### src/rtl/split_guard_pkg.sv
//------------------------------------------------------------------------------
// split_guard_pkg
//   Shared types and constants for the registered address-decoding splitter:
//   FSM state encoding, err_code values and bus width helpers.
//   Revision: 1.0 - initial release
//------------------------------------------------------------------------------
`default_nettype none

package split_guard_pkg;

  typedef enum logic [1:0] {
    ST_IDLE = 2'd0,
    ST_BUSY = 2'd1,
    ST_RESP = 2'd2
  } state_t;

  typedef logic [1:0] err_code_t;

  localparam err_code_t ERR_NONE   = 2'b00;
  localparam err_code_t ERR_DECODE = 2'b01;
  localparam err_code_t ERR_TMO    = 2'b10;

  // Request is {valid, addr, wdata, wstrb}; one strobe bit per data byte.
  function automatic int bus_req_w(input int addr_w, input int data_w);
    return 1 + addr_w + data_w + data_w / 8;
  endfunction

  // Response is {rdata, ready}.
  function automatic int bus_resp_w(input int data_w);
    return data_w + 1;
  endfunction

  // Counter width able to hold 0..limit; at least one bit so a disabled
  // timeout still yields a legal vector.
  function automatic int cnt_w(input int limit);
    return (limit > 0) ? $clog2(limit + 1) : 1;
  endfunction

endpackage

`default_nettype wire

### src/rtl/split_guard_if.sv
//------------------------------------------------------------------------------
// split_guard_if
//   Bundle of the master-side and slave-side bus vectors around split_guard.
//   Ports (signals):
//     m_req   master request {valid, addr, wdata, wstrb}
//     m_resp  master response {rdata, ready}
//     s_req   N_SLAVES packed slave requests, slave i in slice i
//     s_resp  N_SLAVES packed slave responses, slave i in slice i
//   Modports:
//     master  the environment: drives m_req and the slave responses
//     slave   the splitter: consumes m_req/s_resp, drives m_resp/s_req
//   Revision: 1.0 - initial release
//------------------------------------------------------------------------------
`default_nettype none

interface split_guard_if #(
  parameter int N_SLAVES = 4,
  parameter int ADDR_W   = 32,
  parameter int DATA_W   = 32
) ();
  import split_guard_pkg::*;

  localparam int SEL_W   = $clog2(N_SLAVES);
  localparam int DADDR_W = ADDR_W - SEL_W;
  localparam int MREQ_W  = bus_req_w(ADDR_W, DATA_W);
  localparam int SREQ_W  = bus_req_w(DADDR_W, DATA_W);
  localparam int RESP_W  = bus_resp_w(DATA_W);

  logic [MREQ_W-1:0]          m_req;
  logic [RESP_W-1:0]          m_resp;
  logic [N_SLAVES*SREQ_W-1:0] s_req;
  logic [N_SLAVES*RESP_W-1:0] s_resp;

  modport master (output m_req, output s_resp, input m_resp, input s_req);
  modport slave  (input m_req, input s_resp, output m_resp, output s_req);

endinterface

`default_nettype wire

### src/rtl/bus_timeout.sv
//------------------------------------------------------------------------------
// bus_timeout
//   Saturating up-counter with synchronous clear, load and enable, plus an
//   expired flag raised while the count equals i_limit.
//   Ports:
//     clk, rst_n   clock, asynchronous active-low reset
//     i_clear      force count to zero (highest priority)
//     i_load       load i_load_val
//     i_enable     increment by one (saturates at all-ones, never wraps)
//     i_load_val   value for i_load
//     i_limit      compare value for o_expired
//     o_expired    count == i_limit
//   Revision: 1.0 - initial release
//------------------------------------------------------------------------------
`default_nettype none

module bus_timeout #(
  parameter int WIDTH = 8
) (
  input  wire logic             clk,
  input  wire logic             rst_n,
  input  wire logic             i_clear,
  input  wire logic             i_load,
  input  wire logic             i_enable,
  input  wire logic [WIDTH-1:0] i_load_val,
  input  wire logic [WIDTH-1:0] i_limit,
  output logic                  o_expired
);

  logic [WIDTH-1:0] r_count;

  always_ff @(posedge clk or negedge rst_n) begin
    if (!rst_n) begin
      r_count <= '0;
    end else if (i_clear) begin
      r_count <= '0;
    end else if (i_load) begin
      r_count <= i_load_val;
    end else if (i_enable && (r_count != {WIDTH{1'b1}})) begin
      r_count <= r_count + 1'b1;
    end
  end

  assign o_expired = (r_count == i_limit);

endmodule

`default_nettype wire

### src/rtl/split_guard.sv
//------------------------------------------------------------------------------
// split_guard
//   Registered address-decoding bus splitter. The route to the addressed slave
//   is held until that slave answers, so the response always comes from the
//   slave that took the request. Unmapped addresses and silent slaves produce
//   an ERR_DATA response instead of a hang.
//   Ports:
//     clk, rst_n   clock, asynchronous active-low reset
//     bus          split_guard_if.slave: m_req/s_resp in, m_resp/s_req out
//     err          one-cycle pulse with an error response
//     err_code     00 none, 01 decode, 10 timeout; held to next accept
//   Revision: 1.0 - initial release
//------------------------------------------------------------------------------
`default_nettype none

module split_guard
  import split_guard_pkg::*;
#(
  parameter int               N_SLAVES = 4,
  parameter int               ADDR_W   = 32,
  parameter int               DATA_W   = 32,
  parameter int               TIMEOUT  = 256,
  parameter logic [DATA_W-1:0] ERR_DATA = 32'hDEADBEEF
) (
  input  wire logic      clk,
  input  wire logic      rst_n,
  split_guard_if.slave   bus,
  output logic           err,
  output err_code_t      err_code
);

  localparam int c_SEL_W   = $clog2(N_SLAVES);
  localparam int c_DADDR_W = ADDR_W - c_SEL_W;
  localparam int c_WSTRB_W = DATA_W / 8;
  localparam int c_MREQ_W  = bus_req_w(ADDR_W, DATA_W);
  localparam int c_SREQ_W  = bus_req_w(c_DADDR_W, DATA_W);
  localparam int c_RESP_W  = bus_resp_w(DATA_W);
  localparam int c_TMO_W   = cnt_w(TIMEOUT);
  localparam logic [c_TMO_W-1:0] c_TMO_LIMIT =
    c_TMO_W'((TIMEOUT > 0) ? TIMEOUT - 1 : 0);

  // Master request fields
  logic                 w_m_valid;
  logic [ADDR_W-1:0]    w_m_addr;
  logic [DATA_W-1:0]    w_m_wdata;
  logic [c_WSTRB_W-1:0] w_m_wstrb;
  logic [c_SEL_W-1:0]   w_sel;
  logic                 w_sel_ok;

  assign w_m_valid = bus.m_req[c_MREQ_W-1];
  assign w_m_addr  = bus.m_req[c_MREQ_W-2 -: ADDR_W];
  assign w_m_wdata = bus.m_req[c_WSTRB_W +: DATA_W];
  assign w_m_wstrb = bus.m_req[c_WSTRB_W-1:0];
  assign w_sel     = w_m_addr[ADDR_W-1 -: c_SEL_W];
  // N_SLAVES need not be a power of two, so the top select codes may be holes.
  assign w_sel_ok  = (int'(w_sel) < N_SLAVES);

  // FSM and captured request/response
  state_t                r_state;
  logic [c_SEL_W-1:0]    r_sel;
  logic [c_DADDR_W-1:0]  r_addr;
  logic [DATA_W-1:0]     r_wdata;
  logic [c_WSTRB_W-1:0]  r_wstrb;
  logic [DATA_W-1:0]     r_rdata;
  logic                  r_err;
  err_code_t             r_err_code;

  // Response of the selected slave; others are never looked at.
  logic                  w_sel_ready;
  logic [DATA_W-1:0]     w_sel_rdata;

  always_comb begin
    w_sel_ready = 1'b0;
    w_sel_rdata = '0;
    for (int i = 0; i < N_SLAVES; i++) begin
      if (r_sel == c_SEL_W'(i)) begin
        w_sel_ready = bus.s_resp[i*c_RESP_W];
        w_sel_rdata = bus.s_resp[i*c_RESP_W+1 +: DATA_W];
      end
    end
  end

  // Slave requests come purely from registers; only the routed slice is live.
  logic [N_SLAVES*c_SREQ_W-1:0] w_s_req;

  always_comb begin
    w_s_req = '0;
    if (r_state == ST_BUSY) begin
      for (int i = 0; i < N_SLAVES; i++) begin
        if (r_sel == c_SEL_W'(i)) begin
          w_s_req[i*c_SREQ_W +: c_SREQ_W] = {1'b1, r_addr, r_wdata, r_wstrb};
        end
      end
    end
  end

  assign bus.s_req  = w_s_req;
  assign bus.m_resp = {r_rdata, (r_state == ST_RESP)};
  assign err        = (r_state == ST_RESP) && r_err;
  assign err_code   = r_err_code;

  // Timeout: count is held at zero outside BUSY, so the first BUSY cycle
  // sees 0 and the last permitted cycle sees TIMEOUT-1.
  logic w_tmo_clear;
  logic w_tmo_en;
  logic w_tmo_expired;
  logic w_tmo_hit;

  assign w_tmo_clear = (r_state != ST_BUSY);
  assign w_tmo_en    = (r_state == ST_BUSY) && !w_sel_ready;
  assign w_tmo_hit   = (TIMEOUT != 0) && w_tmo_expired;

  bus_timeout #(
    .WIDTH (c_TMO_W)
  ) u_tmo (
    .clk        (clk),
    .rst_n      (rst_n),
    .i_clear    (w_tmo_clear),
    .i_load     (1'b0),
    .i_enable   (w_tmo_en),
    .i_load_val ({c_TMO_W{1'b0}}),
    .i_limit    (c_TMO_LIMIT),
    .o_expired  (w_tmo_expired)
  );

  always_ff @(posedge clk or negedge rst_n) begin
    if (!rst_n) begin
      r_state    <= ST_IDLE;
      r_sel      <= '0;
      r_addr     <= '0;
      r_wdata    <= '0;
      r_wstrb    <= '0;
      r_rdata    <= '0;
      r_err      <= 1'b0;
      r_err_code <= ERR_NONE;
    end else begin
      case (r_state)
        ST_IDLE: begin
          if (w_m_valid) begin
            if (w_sel_ok) begin
              r_sel      <= w_sel;
              r_addr     <= w_m_addr[c_DADDR_W-1:0];
              r_wdata    <= w_m_wdata;
              r_wstrb    <= w_m_wstrb;
              r_err      <= 1'b0;
              r_err_code <= ERR_NONE;
              r_state    <= ST_BUSY;
            end else begin
              r_rdata    <= ERR_DATA;
              r_err      <= 1'b1;
              r_err_code <= ERR_DECODE;
              r_state    <= ST_RESP;
            end
          end
        end
        ST_BUSY: begin
          // Ready in the final permitted cycle beats the timeout.
          if (w_sel_ready) begin
            r_rdata <= w_sel_rdata;
            r_err   <= 1'b0;
            r_state <= ST_RESP;
          end else if (w_tmo_hit) begin
            r_rdata    <= ERR_DATA;
            r_err      <= 1'b1;
            r_err_code <= ERR_TMO;
            r_state    <= ST_RESP;
          end
        end
        ST_RESP: begin
          // m valid is deliberately not sampled here: the master may still be
          // holding the request it just got an answer for.
          r_state <= ST_IDLE;
        end
        default: r_state <= ST_IDLE;
      endcase
    end
  end

endmodule

`default_nettype wire

### src/flat_wrapper.sv
// flat-port wrapper written by rule: the top's interface ports become plain ports
module split_guard_flat import split_guard_pkg::*;
#(
  parameter int               N_SLAVES = 4,
  parameter int               ADDR_W   = 32,
  parameter int               DATA_W   = 32,
  parameter int               TIMEOUT  = 256,
  parameter logic [DATA_W-1:0] ERR_DATA = 32'hDEADBEEF
)
  (clk, rst_n, err, err_code, bus_m_req, bus_s_resp, bus_m_resp, bus_s_req);
  split_guard_if #(.N_SLAVES(N_SLAVES), .ADDR_W(ADDR_W), .DATA_W(DATA_W)) bus_i ();
  input  wire logic clk;
  input  wire logic rst_n;
  output logic err;
  output err_code_t err_code;
  input wire logic [$bits(bus_i.m_req)-1:0] bus_m_req;
  input wire logic [$bits(bus_i.s_resp)-1:0] bus_s_resp;
  output wire logic [$bits(bus_i.m_resp)-1:0] bus_m_resp;
  output wire logic [$bits(bus_i.s_req)-1:0] bus_s_req;
  assign bus_i.m_req = bus_m_req;
  assign bus_i.s_resp = bus_s_resp;
  assign bus_m_resp = bus_i.m_resp;
  assign bus_s_req = bus_i.s_req;
  split_guard #(.N_SLAVES(N_SLAVES), .ADDR_W(ADDR_W), .DATA_W(DATA_W), .TIMEOUT(TIMEOUT), .ERR_DATA(ERR_DATA)) u_core (.clk(clk), .rst_n(rst_n), .bus(bus_i), .err(err), .err_code(err_code));
endmodule
### config.mk
export PLATFORM = sky130hd
export DESIGN_NAME = split_guard_flat
export DESIGN_NICKNAME = d
export VERILOG_FILES = /design/src/rtl/split_guard_pkg.sv /design/src/rtl/split_guard_if.sv /design/src/rtl/bus_timeout.sv /design/src/rtl/split_guard.sv /design/src/flat_wrapper.sv
export SDC_FILE = /design/constraint.sdc
export NUM_CORES = 1
export LEC_CHECK = 0
export CORE_AREA = 2 2 198 200
export DETAILED_ROUTE_END_ITERATION = 16
export DIE_AREA = 0 0 200 202
export GPL_ROUTABILITY_DRIVEN = 0
export SKIP_CTS_REPAIR_TIMING = 1
export SLEW_MARGIN = 15
export SYNTH_ARGS = -nofsm -noshare
export SYNTH_HDL_FRONTEND = slang
export SYNTH_SLANG_ARGS = --single-unit
### constraint.sdc
create_clock -name clk -period 3 [get_ports clk]
set_input_delay 0.6 -clock clk [delete_from_list [all_inputs] [get_ports clk]]
set_output_delay 0.6 -clock clk [all_outputs]
set_load 0.01 [all_outputs]
==> Word-level counts from Yosys, hierarchy flattened <==
Index checks and enable logic that the tools add are counted.
{ "word_totals": {"register_bits": 114, "input_bits": 203, "out_inout_bits": 304} }
{ "op_classes": {"n_addsub": 1, "eq_ne": 12, "mux": 28, "n_reduce_logical": 14} }
{ "ops": {"columns": ["op", "n"], "rows": [
  ["268-bit 2-to-1 mux", 1],
  ["67-bit 2-to-1 mux", 4],
  ["32-bit 2-to-1 mux", 6],
  ["9-bit 2-to-1 mux", 2],
  ["2-bit 2-to-1 mux", 5],
  ["9-bit by 1-bit adder with 9-bit output (second input constant)", 1],
  ["9-bit by 8-bit equality test with 1-bit output (second input constant)", 1],
  ["9-bit inequality test (second input constant)", 1],
  ["2-bit one-hot mux with 2 select lines", 2],
  ["1-bit 2-to-1 mux", 7],
  ["2-bit equality test (second input constant)", 3],
  ["2-bit inequality test (second input constant)", 3],
  ["2-bit AND reduction", 3],
  ["2-bit nonzero test", 3],
  ["2-bit by 1-bit equality test with 1-bit output (second input constant)", 2],
  ["2-bit logical NOT", 2],
  ["4-bit AND reduction", 1],
  ["1-bit logical AND", 3],
  ["3-bit by 2-bit inequality test with 1-bit output (second input constant)", 1],
  ["3-bit AND reduction", 1],
  ["2-bit by 1-bit inequality test with 1-bit output (second input constant)", 1],
  ["1-bit one-hot mux with 2 select lines", 1],
  ["1-bit logical NOT", 1]
]} }

==> Logic depth before layout (Yosys ltp) <==
Gate-level depths: netlist of run 1.
{ "logic_depth": {"ltp_word": 10, "ltp_mapped": 9, "mapped_depth_nobuf": 8} }

==> Cells and area by module <==
From an unflattened synthesis of run 1, not the netlist that was laid out.
{ "unflattened": {"cells_unflattened": 809, "hier_area_um2": 7195.7} }
{ "by_module_without_submodules": {"columns": ["mod", "instances", "cells_each", "area_each_um2", "seq_area_each_um2"], "rows": [
  ["split_guard", 1, 738, 6542.5, 2602.5],
  ["bus_timeout", 1, 71, 653.1, 225.2]
]} }

==> Worst setup path before layout of run 1 <==
OpenSTA, ideal clock, no wires.
{ "synth_timing": {"kind": "register to output", "from": "register u_core.r_state[1]", "to": "output bus_s_req[27]", "arrival_time_ns": 1.532, "required_ns": 2.400, "slack_ns": 0.868, "stages_incl_launch_ff": 7, "n_path_buf": 3, "cell_sequence": "dfrtp_1 nand2b_1 buf_2 nor3_2 clkbuf_1 clkbuf_1 and2_1"} }
{ "synth_between": {"elab_chain_len": 2} }
{ "synth_rtl": {"columns": ["item", "line", "text"], "rows": [
  ["start, declared", "split_guard.sv:59", "state_t r_state;"],
  ["start signal, assigned", "split_guard.sv:128", "r_state <= ST_IDLE;"],
  ["start signal, assigned", "split_guard.sv:147", "r_state <= ST_BUSY;"],
  ["start signal, assigned", "split_guard.sv:152", "r_state <= ST_RESP;"],
  ["2-bit by 1-bit equality test with 1-bit output", "split_guard.sv:88", "if (r_state == ST_BUSY) begin"],
  ["268-bit 2-to-1 mux", "split_guard.sv:88", null],
  ["end, declared", "flat_wrapper.sv:19", "output wire logic [$bits(bus_i.s_req)-1:0] bus_s_req;"]
]} }
No other way between the ends.

==> Worst setup path in the final report of run 1 <==
{ "layout_timing": {"from": "register u_core.r_state[1]", "to": "output bus_s_req[59]"} }
The elaborated chain is that of the path after synthesis.

==> results.py, run 1 <==
metrics = {
    "status": {
        "status": "finished clean",
    },
    "logic_synthesis": {
        "synth_edf_count": 0,
        "yosys_warnings": 0,
        "avgSynthCellArea_um2": 11.0,
        "ys_seq_area_frac": 0.407,
        "syn-num-nets": 839,
        "yosysUniqueCellTypes": 35,
        "postSynth.asyncResetShare": 1.00,
        "synth-seq-cells": 113,
        "synth_cells": 633,
        "syn-cell-area_um2": 6940,
        "synth_flop_cell": "dfrtp_1",
    },
    "cells_and_area": {
        "fillCellCount": 3876,
        "fin_util": 0.352,
        "syn2layout_area_growth_pct": 94.3,
        "drive_gt1_frac": 0.153,
        "final_net_count": 1338,
    },
    "sta": {
        "slew_headroom": 0.546,
        "clock_skew_ns": 0.00878,
        "fin_crit_sh": 0.966,
        "hold_viol": 0,
        "setup_viol": 0,
        "post-route-min-period_ns": 2.90,
        "fmax_mhz": 345,
        "holdWs_ns": 0.0849,
        "maxSlewViolCount": 0,
        "tightest_slew_ns": 0.680,
    },
    "clock_tree": {
        "clockBufferDepth": 2,
        "clock_latency_ns": 0.43,
        "cts_made_buffers": 17,
        "htreeDepth": 4,
        "cts_tree": "done",
        "cts_root_buf": "clkbuf_16",
        "cts_num_sinks": 113,
        "clk_transition_reported_paths_ns": 0.06,
    },
    "global_route": {
        "grt_antenna_before_repair": 7,
        "grt_max_degree": 57,
        "grt_pass1_vias": 7101,
        "overflow": 0,
        "grt_use_met3": 0.0444,
        "top_usage_layer": "met2",
        "grt_util_met1": 0.146,
        "grt_pass1_wl_mm": 42.4,
        "grt_usage": 0.143,
        "met2_usage": 0.264,
    },
    "die": {
        "chipHeight_um": 202,
        "io_pins": 507,
        "dieArea_um2": 40400,
        "fp.dieW_um": 200,
        "core_um2": 38300,
        "core.rowCount": 72,
        "start_util": 0.181,
    },
    "drt": {
        "routed_wirelength_mm": 30.7,
        "drc": 0,
        "antenna_left": 0,
        "vias": 6765,
        "routed_via_density": 4.05,
        "drtPass1Iterations": 4,
        "wire_per_inst_um": 18.4,
        "first_iter_violations": 208,
    },
    "setup_path": {
        "critPathMaxFanout": 22,
        "slowest_delay_ns": 0.54,
        "cp-startpoint": "u_core.r_state[1]",
        "critPathArrivalTime_ns": 2.30,
        "slowest_stage": "clkdlybuf4s50_1",
        "startpoint_type": "flip-flop",
        "end_kind": "primary output",
        "timing.rr.start": "u_core.r_sel[1]",
        "critPathRequiredTime_ns": 2.40,
        "worstSetupPathType": "reg -> out",
        "path_cells": "nand2b_4 > nor3_4 > buf_6 > clkbuf_16 > and2_1 > clkdlybuf4s50_1",
    },
    "hold_path": {
        "hold_path_class": "in -> async",
    },
    "pwr": {
        "p_per_area_nw_per_um2": 825,
        "ir_drop_v": 0.000376,
        "leakagePower_nw": 5.54,
    },
    "place": {
        "io_buffers": 505,
        "dpl.hpwl_mm": 23.0,
    },
    "flow_run": {
        "maxCapViolCount": 0,
    },
}
[registers in the layout (all words and copies together) (netlist names)]
register / flops
u_core.r_state: 2
u_core.r_rdata: 32
u_core.r_addr: 30
u_core.u_tmo.r_count: 9
u_core.r_wstrb: 4
u_core.r_err: 1
u_core.r_sel: 2
u_core.err_code: 1
u_core.r_wdata: 32
[synthesized netlist by cell type, types with 7 or more instances]
cell | count | area, um2
clkbuf_1 | 28 | 105
a22o_1 | 8 | 70.1
a21oi_1 | 7 | 35.0
nand2_1 | 8 | 30.0
o22a_1 | 25 | 219
and2_1 | 266 | 1660
mux2_2 | 70 | 788
nor2_1 | 8 | 30.0
o21ai_0 | 10 | 50.1
dfrtp_1 | 113 | 2830
mux4_2 | 33 | 743
buf_2 | 17 | 85.1
[area by class of cell]
type / instances / area (um2) / share of cell area
Inverter: 2 / 10.0 / 0.000742
Antenna cell: 6 / 15.0 / 0.00111
Multi-Input combinational cell: 466 / 3910 / 0.290
Tap cell: 518 / 648 / 0.0480
Timing Repair Buffer: 532 / 5500 / 0.408
Clock inverter: 10 / 110 / 0.00816
Sequential cell: 113 / 2830 / 0.210
Clock buffer: 22 / 464 / 0.0344
[where the power goes]
group	switching (W)	total [W]	leakage (nW)	internal (W)
Combinational	0.00248	0.00607	3.93	0.00359
Sequential	0.000810	0.00306	1.33	0.00225
Clock	0.000744	0.00200	0.272	0.00126
Total	0.00404	0.0111	5.54	0.00710
[worst max-delay path: cells and delay by family, from the launching register on]
kind                   cells  cell delay [ns]
buffers and inverters      3             0.89
and+or+nand+nor            3             0.52
DFF                        1             0.44
[metal layers]
metal	wire, um	share of wire	up-vias
li1	-	-	3172
met1	11500	0.37	3223
met2	15800	0.52	342
met3	2480	0.081	28
met4	881	0.029	0
met5	0	0	-
[cells by family after synthesis]
kind of cell | after synthesis | synth area share
AO/OA/AOI/OAI | 55 | 0.0606
multiplexers | 103 | 0.221
AND/OR/NAND/NOR | 303 | 0.268
adder cells (fa/ha/maj) | 3 | 0.00541
other | 1 | 0.000540
XOR/XNOR | 1 | 0.00126
buffers and inverters | 54 | 0.0360
flip-flops | 113 | 0.407
[path summary, 6_finish.rpt]
| check | end | slack [ns] | depth (start not counted) |
|---|---|---|---|
| worst min-delay path | u_core.r_addr[18] | 0.08 | 1 |
| worst max-delay path | bus_s_req[59] | 0.10 | 6 |
| max in group asynchronous | u_core.r_sel[1] | 2.04 | 2 |
| min in group clk | u_core.r_rdata[8] | 0.51 | 1 |
| worst max register to register | u_core.r_rdata[1] | 0.52 | 5 |
| worst min register to register | u_core.r_rdata[8] | 0.51 | 1 |
[through the flow]
step	setup slack [ns]	cell area, um2	setup TNS [ns]	power (W)	cells
6_report	0.103	13500	0	0.0111	1669
5_1_grt	-0.00783	13500	-0.0175	0.0119	1668
4_1_cts	-0.190	13200	-17.61	0.0111	1653
3_5_place_dp	0.303	12600	0	0.00903	1621
3_3_place_gp	0.328	12600	0	0.00897	1621
2_1_floorplan	0.868	6940	0	0.00586	633
[layout by cell type (no fill, tap or decap), types with 3 or more instances in the layout]
cell / Yosys / final
mux4_2: 33 / 33
diode_2: 0 / 6
buf_12: 0 / 8
clkinv_2: 0 / 4
nand2_1: 8 / 8
dfrtp_1: 113 / 109
clkbuf_16: 0 / 21
dfrtp_2: 0 / 4
a21oi_1: 7 / 7
a22o_1: 8 / 8
buf_4: 1 / 12
o21ai_0: 10 / 10
clkbuf_1: 28 / 3
mux2_2: 70 / 70
dlymetal6s2s_1: 0 / 22
nand3_1: 3 / 3
ha_1: 3 / 3
nor2_1: 8 / 6
o22a_1: 25 / 25
and2_1: 266 / 266
or3_1: 5 / 5
clkinvlp_4: 0 / 4
clkdlybuf4s50_1: 0 / 482
No activity file was read; power rests on OpenSTA's default activity.
==> run 2, diff against run 1 <==
--- a/config.mk
+++ b/config.mk
@@ -9,7 +9,6 @@
 export DETAILED_ROUTE_END_ITERATION = 16
 export DIE_AREA = 0 0 200 202
 export GPL_ROUTABILITY_DRIVEN = 0
-export SKIP_CTS_REPAIR_TIMING = 1
 export SLEW_MARGIN = 15
 export SYNTH_ARGS = -nofsm -noshare
 export SYNTH_HDL_FRONTEND = slang
==> run 2 against run 1 <==
Register-to-register slack about the same. Non-clock buffer count shrank 3. Largest cell class unchanged. First-iteration DRC count decreased by 8.2%. Maximum frequency fell by 2.5%. Die area did not move. Highest routed layer unchanged. Sequential share of layout area hardly changed.
==> results.py, run 2 (same netlist as run 1, synthesis figures left out) <==
metrics = {
    "status": {
        "status": "finished clean",
    },
    "setup_path": {
        "critPathRequiredTime_ns": 2.40,
        "path_cells": "nand2b_4 > nor3b_4 > buf_4 > clkbuf_16 > and2_1 > clkdlybuf4s50_1",
        "worstSetupPathType": "reg -> out",
        "path_buf_inv": 3,
        "path_delay_family": "buffers and inverters",
        "critPathMaxFanout": 15,
        "slowest_stage": "clkdlybuf4s50_1",
        "startpoint_type": "flip-flop",
        "slowest_delay_ns": 0.54,
        "critPathArrivalTime_ns": 2.37,
        "end_kind": "primary output",
    },
    "sta": {
        "post-route-min-period_ns": 2.97,
        "setup_viol": 0,
        "fin_crit_sh": 0.990,
        "tns_ns": 0,
        "hold_viol": 0,
        "fmax_mhz": 337,
        "slew_headroom": 0.550,
        "worst_slack_ns": 0.0294,
        "maxSlewViolCount": 0,
        "clock_skew_ns": 0.00865,
        "tightest_slew_ns": 0.675,
        "rsz0062_at_grt": "true",
    },
    "pwr": {
        "leakagePower_nw": 5.98,
        "seqPwrFrac": 0.277,
        "p_comb_frac": 0.542,
        "clockPowerShare": 0.181,
        "switching_share": 0.364,
        "p_sw_w": 0.00403,
        "p_per_area_nw_per_um2": 819,
        "ir_drop_v": 0.000376,
        "internal-power_w": 0.00703,
    },
    "cells_and_area": {
        "final_common_cell": "clkdlybuf4s50_1",
        "fin_area_um2": 13500,
        "fin_util": 0.352,
        "final_net_count": 1335,
        "layout_common_cells": "clkdlybuf4s50_1, and2_1, dfrtp_1",
        "layoutNonFillerInstCount": 1667,
        "syn2layout_area_growth_pct": 94.4,
        "fillCellCount": 3849,
        "drive_gt1_frac": 0.151,
        "reg.largest.list": "u_core.r_rdata x32, u_core.r_wdata x32, u_core.r_addr x30",
    },
    "global_route": {
        "grt_antenna_before_repair": 7,
        "grt_use_met3": 0.0437,
        "grt_pass1_vias": 7078,
        "grt_util_met1": 0.151,
        "top_usage_layer": "met2",
        "grt_usage": 0.144,
        "grt_max_degree": 55,
        "grt_pass1_wl_mm": 42.7,
        "overflow": 0,
        "met2_usage": 0.265,
    },
    "drt": {
        "drc": 0,
        "first_iter_violations": 191,
        "routed_wirelength_mm": 30.4,
        "routed_via_density": 4.05,
        "drtPass1Iterations": 4,
        "wire_per_inst_um": 18.3,
        "vias": 6746,
        "antenna_left": 0,
    },
    "clock_tree": {
        "clock_latency_ns": 0.43,
        "cts_tree": "done",
        "clk_transition_reported_paths_ns": 0.06,
        "cts_hold_buf": 0,
        "cts_made_buffers": 17,
        "cts_root_buf": "clkbuf_16",
        "htreeDepth": 4,
        "cts_num_sinks": 113,
        "clockBufferDepth": 2,
    },
    "place": {
        "dp.cells": 1621,
        "preCtsSetupSlack_ns": 0.303,
        "placed_area_um2": 12600,
        "io_buffers": 505,
        "dpl.hpwl_mm": 23.0,
    },
    "die": {
        "start_util": 0.181,
        "core.rowCount": 72,
        "chipHeight_um": 202,
        "io_pins": 507,
        "dieArea_um2": 40400,
        "fp.dieW_um": 200,
        "core_um2": 38300,
    },
    "flow_run": {
        "maxCapViolCount": 0,
    },
    "hold_path": {
        "hold_path_class": "in -> async",
    },
}
## run 2: layout make-up
cell class	instances	area (um2)	area share
Clock buffer	22	464	0.0344
Sequential cell	113	2830	0.210
Multi-Input combinational cell	466	3910	0.290
Tap cell	518	648	0.0480
Inverter	2	10.0	0.000742
Timing Repair Buffer	529	5500	0.408
Antenna cell	7	17.5	0.00130
Clock inverter	10	110	0.00816
## run 2: routing by layer
layer  vias up  wire length, um
met5         -                0
met4         0              895
met3        32             2560
met2       344            15800
met1      3211            11200
li1       3159                -
## run 2: timing repair
action / in CTS / in global routing
resized for setup: 12 / 52
setup buffers: 0 / 4
pin swaps: 1 / 2
endpoints found under the setup margin: 203 / 231
hold endpoints to repair: 0 / 0
gates cloned: 1 / 2
## run 2: worst reg2reg max path, delay by kind of cell, from the launching register on
kind                   cells  cell delay [ns]
AOI/OAI and AO/OA          2             0.58
buffers and inverters      2             0.66
DFF                        1             0.45
muxes                      1             0.69
## run 2: path summary, 6_finish.rpt
| path | startpoint | to | slack [ns] | cells past startpoint |
|---|---|---|---|---|
| max | u_core.r_state[1] | bus_s_req[147] | 0.03 | 6 |
| min | rst_n | u_core.r_addr[18] | 0.08 | 1 |
| max reg2reg | u_core.r_sel[1] | u_core.r_rdata[1] | 0.51 | 5 |
| min reg2reg | u_core.r_rdata[8] | u_core.r_rdata[8] | 0.51 | 1 |
| max in group asynchronous | rst_n | u_core.r_sel[1] | 2.06 | 2 |
| min in group clk | u_core.r_rdata[8] | u_core.r_rdata[8] | 0.51 | 1 |
## run 2: power groups by stage
| stage | Sequential [W] | Clock, W | Combinational, W |
|---|---|---|---|
| CTS | 0.00309 | 0.00210 | 0.00601 |
| global route | 0.00320 | 0.00216 | 0.00644 |
| floorplan | 0.00280 | 0 | 0.00306 |
| finish | 0.00306 | 0.00200 | 0.00599 |
| detailed placement | 0.00310 | 0 | 0.00593 |
| global placement | 0.00309 | 0 | 0.00588 |
## run 2: stage by stage
stage | hold WS, ns | total power (W)
after floorplan | 0.304 | 0.00586
after global placement | 0.489 | 0.00897
after detailed placement | 0.494 | 0.00903
after CTS | 0.0708 | 0.0112
after global routing | 0.0847 | 0.0118
final | 0.0845 | 0.0111
==> run 3, diff against run 2 <==
--- a/config.mk
+++ b/config.mk
@@ -5,9 +5,9 @@
 export SDC_FILE = /design/constraint.sdc
 export NUM_CORES = 1
 export LEC_CHECK = 0
-export CORE_AREA = 2 2 198 200
+export CORE_AREA = 2 2 196 198
 export DETAILED_ROUTE_END_ITERATION = 16
-export DIE_AREA = 0 0 200 202
+export DIE_AREA = 0 0 198 200
 export GPL_ROUTABILITY_DRIVEN = 0
 export SLEW_MARGIN = 15
 export SYNTH_ARGS = -nofsm -noshare
==> constraint.sdc (replaced) <==
create_clock -name clk -period 2.4 [get_ports clk]
set_input_delay 0.48 -clock clk [delete_from_list [all_inputs] [get_ports clk]]
set_output_delay 0.48 -clock clk [all_outputs]
set_load 0.01 [all_outputs]
==> run 3 against run 2 <==
The flow now finishes with violations (negative setup slack). Combinational power increased by 72%. Clock skew decreased by 0.0013 ns. First-iteration DRC count increased by 17%. Clock power increased by 28%. Largest power group unchanged. Non-clock buffer count increased by 82. Worst hold slack improved by 0.062 ns. Critical endpoint is now bus_s_req[155]. Die area decreased by 2.0%. Largest cell class unchanged. Register-to-register slack got worse by 0.34 ns. Core utilization increased by 5.2 points. Sequential share of layout area decreased by 2.3 points. Critical path depth increased by 2. Design area increased by 12%.
==> results.py, run 3 (same netlist as run 1, synthesis figures left out) <==
metrics = {
    "cells_and_area": {
        "layout_common_cells": "clkdlybuf4s50_1, buf_6, and2_4",
        "reg.largest.list": "u_core.r_rdata x32, u_core.r_wdata x32, u_core.r_addr x30",
        "drive_gt1_frac": 0.567,
        "final_common_cell": "clkdlybuf4s50_1",
        "syn2layout_area_growth_pct": 118,
        "fin_util": 0.404,
        "layoutNonFillerInstCount": 1738,
        "final_net_count": 1417,
        "fillCellCount": 3625,
    },
    "clock_tree": {
        "clock_latency_ns": 0.44,
        "cts_tree": "done",
        "cts_num_sinks": 113,
        "cts_root_buf": "clkbuf_16",
        "clockBufferDepth": 2,
        "cts_made_buffers": 17,
        "clk_transition_reported_paths_ns": 0.06,
        "htreeDepth": 4,
    },
    "pwr": {
        "p_sw_w": 0.00621,
        "leakagePower_nw": 6.74,
        "seqPwrFrac": 0.237,
        "clockPowerShare": 0.152,
        "p_comb_frac": 0.611,
        "total_power_w": 0.0169,
        "p_per_area_nw_per_um2": 1120,
        "ir_drop_v": 0.000574,
        "switching_share": 0.368,
        "internal-power_w": 0.0107,
    },
    "drt": {
        "first_iter_violations": 223,
        "wire_per_inst_um": 21.7,
        "routed_via_density": 4.23,
        "drc": 0,
        "antenna_left": 0,
        "routed_wirelength_mm": 37.6,
        "vias": 7355,
        "drtPass1Iterations": 5,
    },
    "setup_path": {
        "end_kind": "primary output",
        "r2r_end": "u_core.u_tmo.r_count[5]",
        "rr_worst_depth": 8,
        "critPathMaxFanout": 7,
        "slowest_stage": "dfrtp_1",
        "worstSetupPathType": "reg -> out",
        "critPathRequiredTime_ns": 1.92,
        "timing.rr.start": "u_core.u_tmo.r_count[0]",
        "critPathArrivalTime_ns": 2.02,
        "startpoint_type": "flip-flop",
        "path_cells": "nand2b_4 > nor3b_4 > buf_6 > buf_8 > buf_12 > buf_12 > and2_4 > buf_6",
        "regToRegSetupSlack_ns": 0.17,
        "slowest_delay_ns": 0.42,
    },
    "global_route": {
        "grt_pass1_wl_mm": 51.0,
        "grt_usage": 0.181,
        "grt_max_degree": 114,
        "grt_antenna_before_repair": 5,
        "grt_pass1_vias": 7489,
        "overflow": 0,
    },
    "sta": {
        "fin_crit_sh": 1.04,
        "clock_skew_ns": 0.00734,
        "hold_viol": 0,
        "holdWs_ns": 0.146,
        "post-route-min-period_ns": 2.50,
        "tightest_slew_ns": 0.644,
        "worst_slack_ns": -0.0963,
        "setup_viol": 64,
        "rsz0062_at_grt": "true",
        "fmax_mhz": 401,
        "slew_headroom": 0.571,
        "maxSlewViolCount": 0,
    },
    "flow_run": {
        "maxCapViolCount": 0,
    },
    "place": {
        "preCtsSetupSlack_ns": -0.0177,
        "dpl.hpwl_mm": 22.8,
        "dp.cells": 1618,
        "io_buffers": 505,
    },
    "die": {
        "fp.dieW_um": 198,
        "core_um2": 37400,
        "chipHeight_um": 200,
        "io_pins": 507,
        "start_util": 0.186,
        "dieArea_um2": 39600,
        "core.rowCount": 71,
    },
    "hold_path": {
        "hold_path_class": "in -> async",
    },
    "status": {
        "status": "finished with violations",
        "failed_checks": "negative setup slack",
    },
}
[run 3: routing by layer]
layer	wire length [um]	part of all wire	global-route usage	vias to the layer above
met5	20	0.00053	0	-
met4	846	0.022	0.0565	2
met3	2910	0.077	0.0548	39
met2	19600	0.52	0.329	391
met1	14200	0.38	0.202	3593
li1	-	-	-	3330
[run 3: critical path, delay by kind of cell (launching register included)]
family / cells / cell delay (ns)
buffers and inverters: 5 / 0.62
flip-flops: 1 / 0.42
AND/OR/NAND/NOR: 3 / 0.55
[run 3: metrics by stage]
stage          TNS [ns]  area, um2
2_1_floorplan         0       6940
3_3_place_gp          0      12700
3_5_place_dp    -0.0590      12700
4_1_cts          -19.06      14200
5_1_grt          -17.94      15100
6_report          -1.79      15100
[run 3: what timing repair did]
item | CTS | global route
resized for setup | 981 | 500
gates cloned | 28 | 7
pin swaps | 16 | 3
hold buffers | 0 | 0
setup endpoints to repair | 267 | 267
buffers inserted | 54 | 11
[run 3: how the worst max path moves through the flow]
stage	depth (start not counted)	to	slack (ns)	startpoint
2_1_floorplan	9	u_core.u_tmo.r_count[3]	0.29	u_core.u_tmo.r_count[0]
3_3_place_gp	6	bus_s_req[69]	0.01	u_core.r_state[1]
3_5_place_dp	5	bus_s_req[138]	-0.02	u_core.r_state[1]
4_1_cts	9	bus_s_req[55]	-0.21	u_core.r_state[1]
5_1_grt	8	bus_s_req[170]	-0.22	u_core.r_state[1]
6_report	8	bus_s_req[155]	-0.1	u_core.r_state[1]
[run 3: power by group through the flow]
| stage | Combinational, W | Clock, W | Sequential (W) |
|---|---|---|---|
| finish | 0.0103 | 0.00256 | 0.00399 |
| global route | 0.0109 | 0.00275 | 0.00413 |
| CTS | 0.00928 | 0.00265 | 0.00389 |
| detailed placement | 0.00757 | 0 | 0.00392 |
| global placement | 0.00751 | 0 | 0.00390 |
| floorplan | 0.00382 | 0 | 0.00350 |
[run 3: cell type report]
class / count / area (um2) / share of cell area
multi-input cells: 466 / 4350 / 0.288
clock buffers: 22 / 484 / 0.0320
inverters: 2 / 10.0 / 0.000662
diodes: 3 / 7.51 / 0.000497
well taps: 511 / 639 / 0.0423
clock inverters: 10 / 108 / 0.00712
flip-flops and latches: 113 / 2830 / 0.187
repair buffers: 611 / 6690 / 0.442
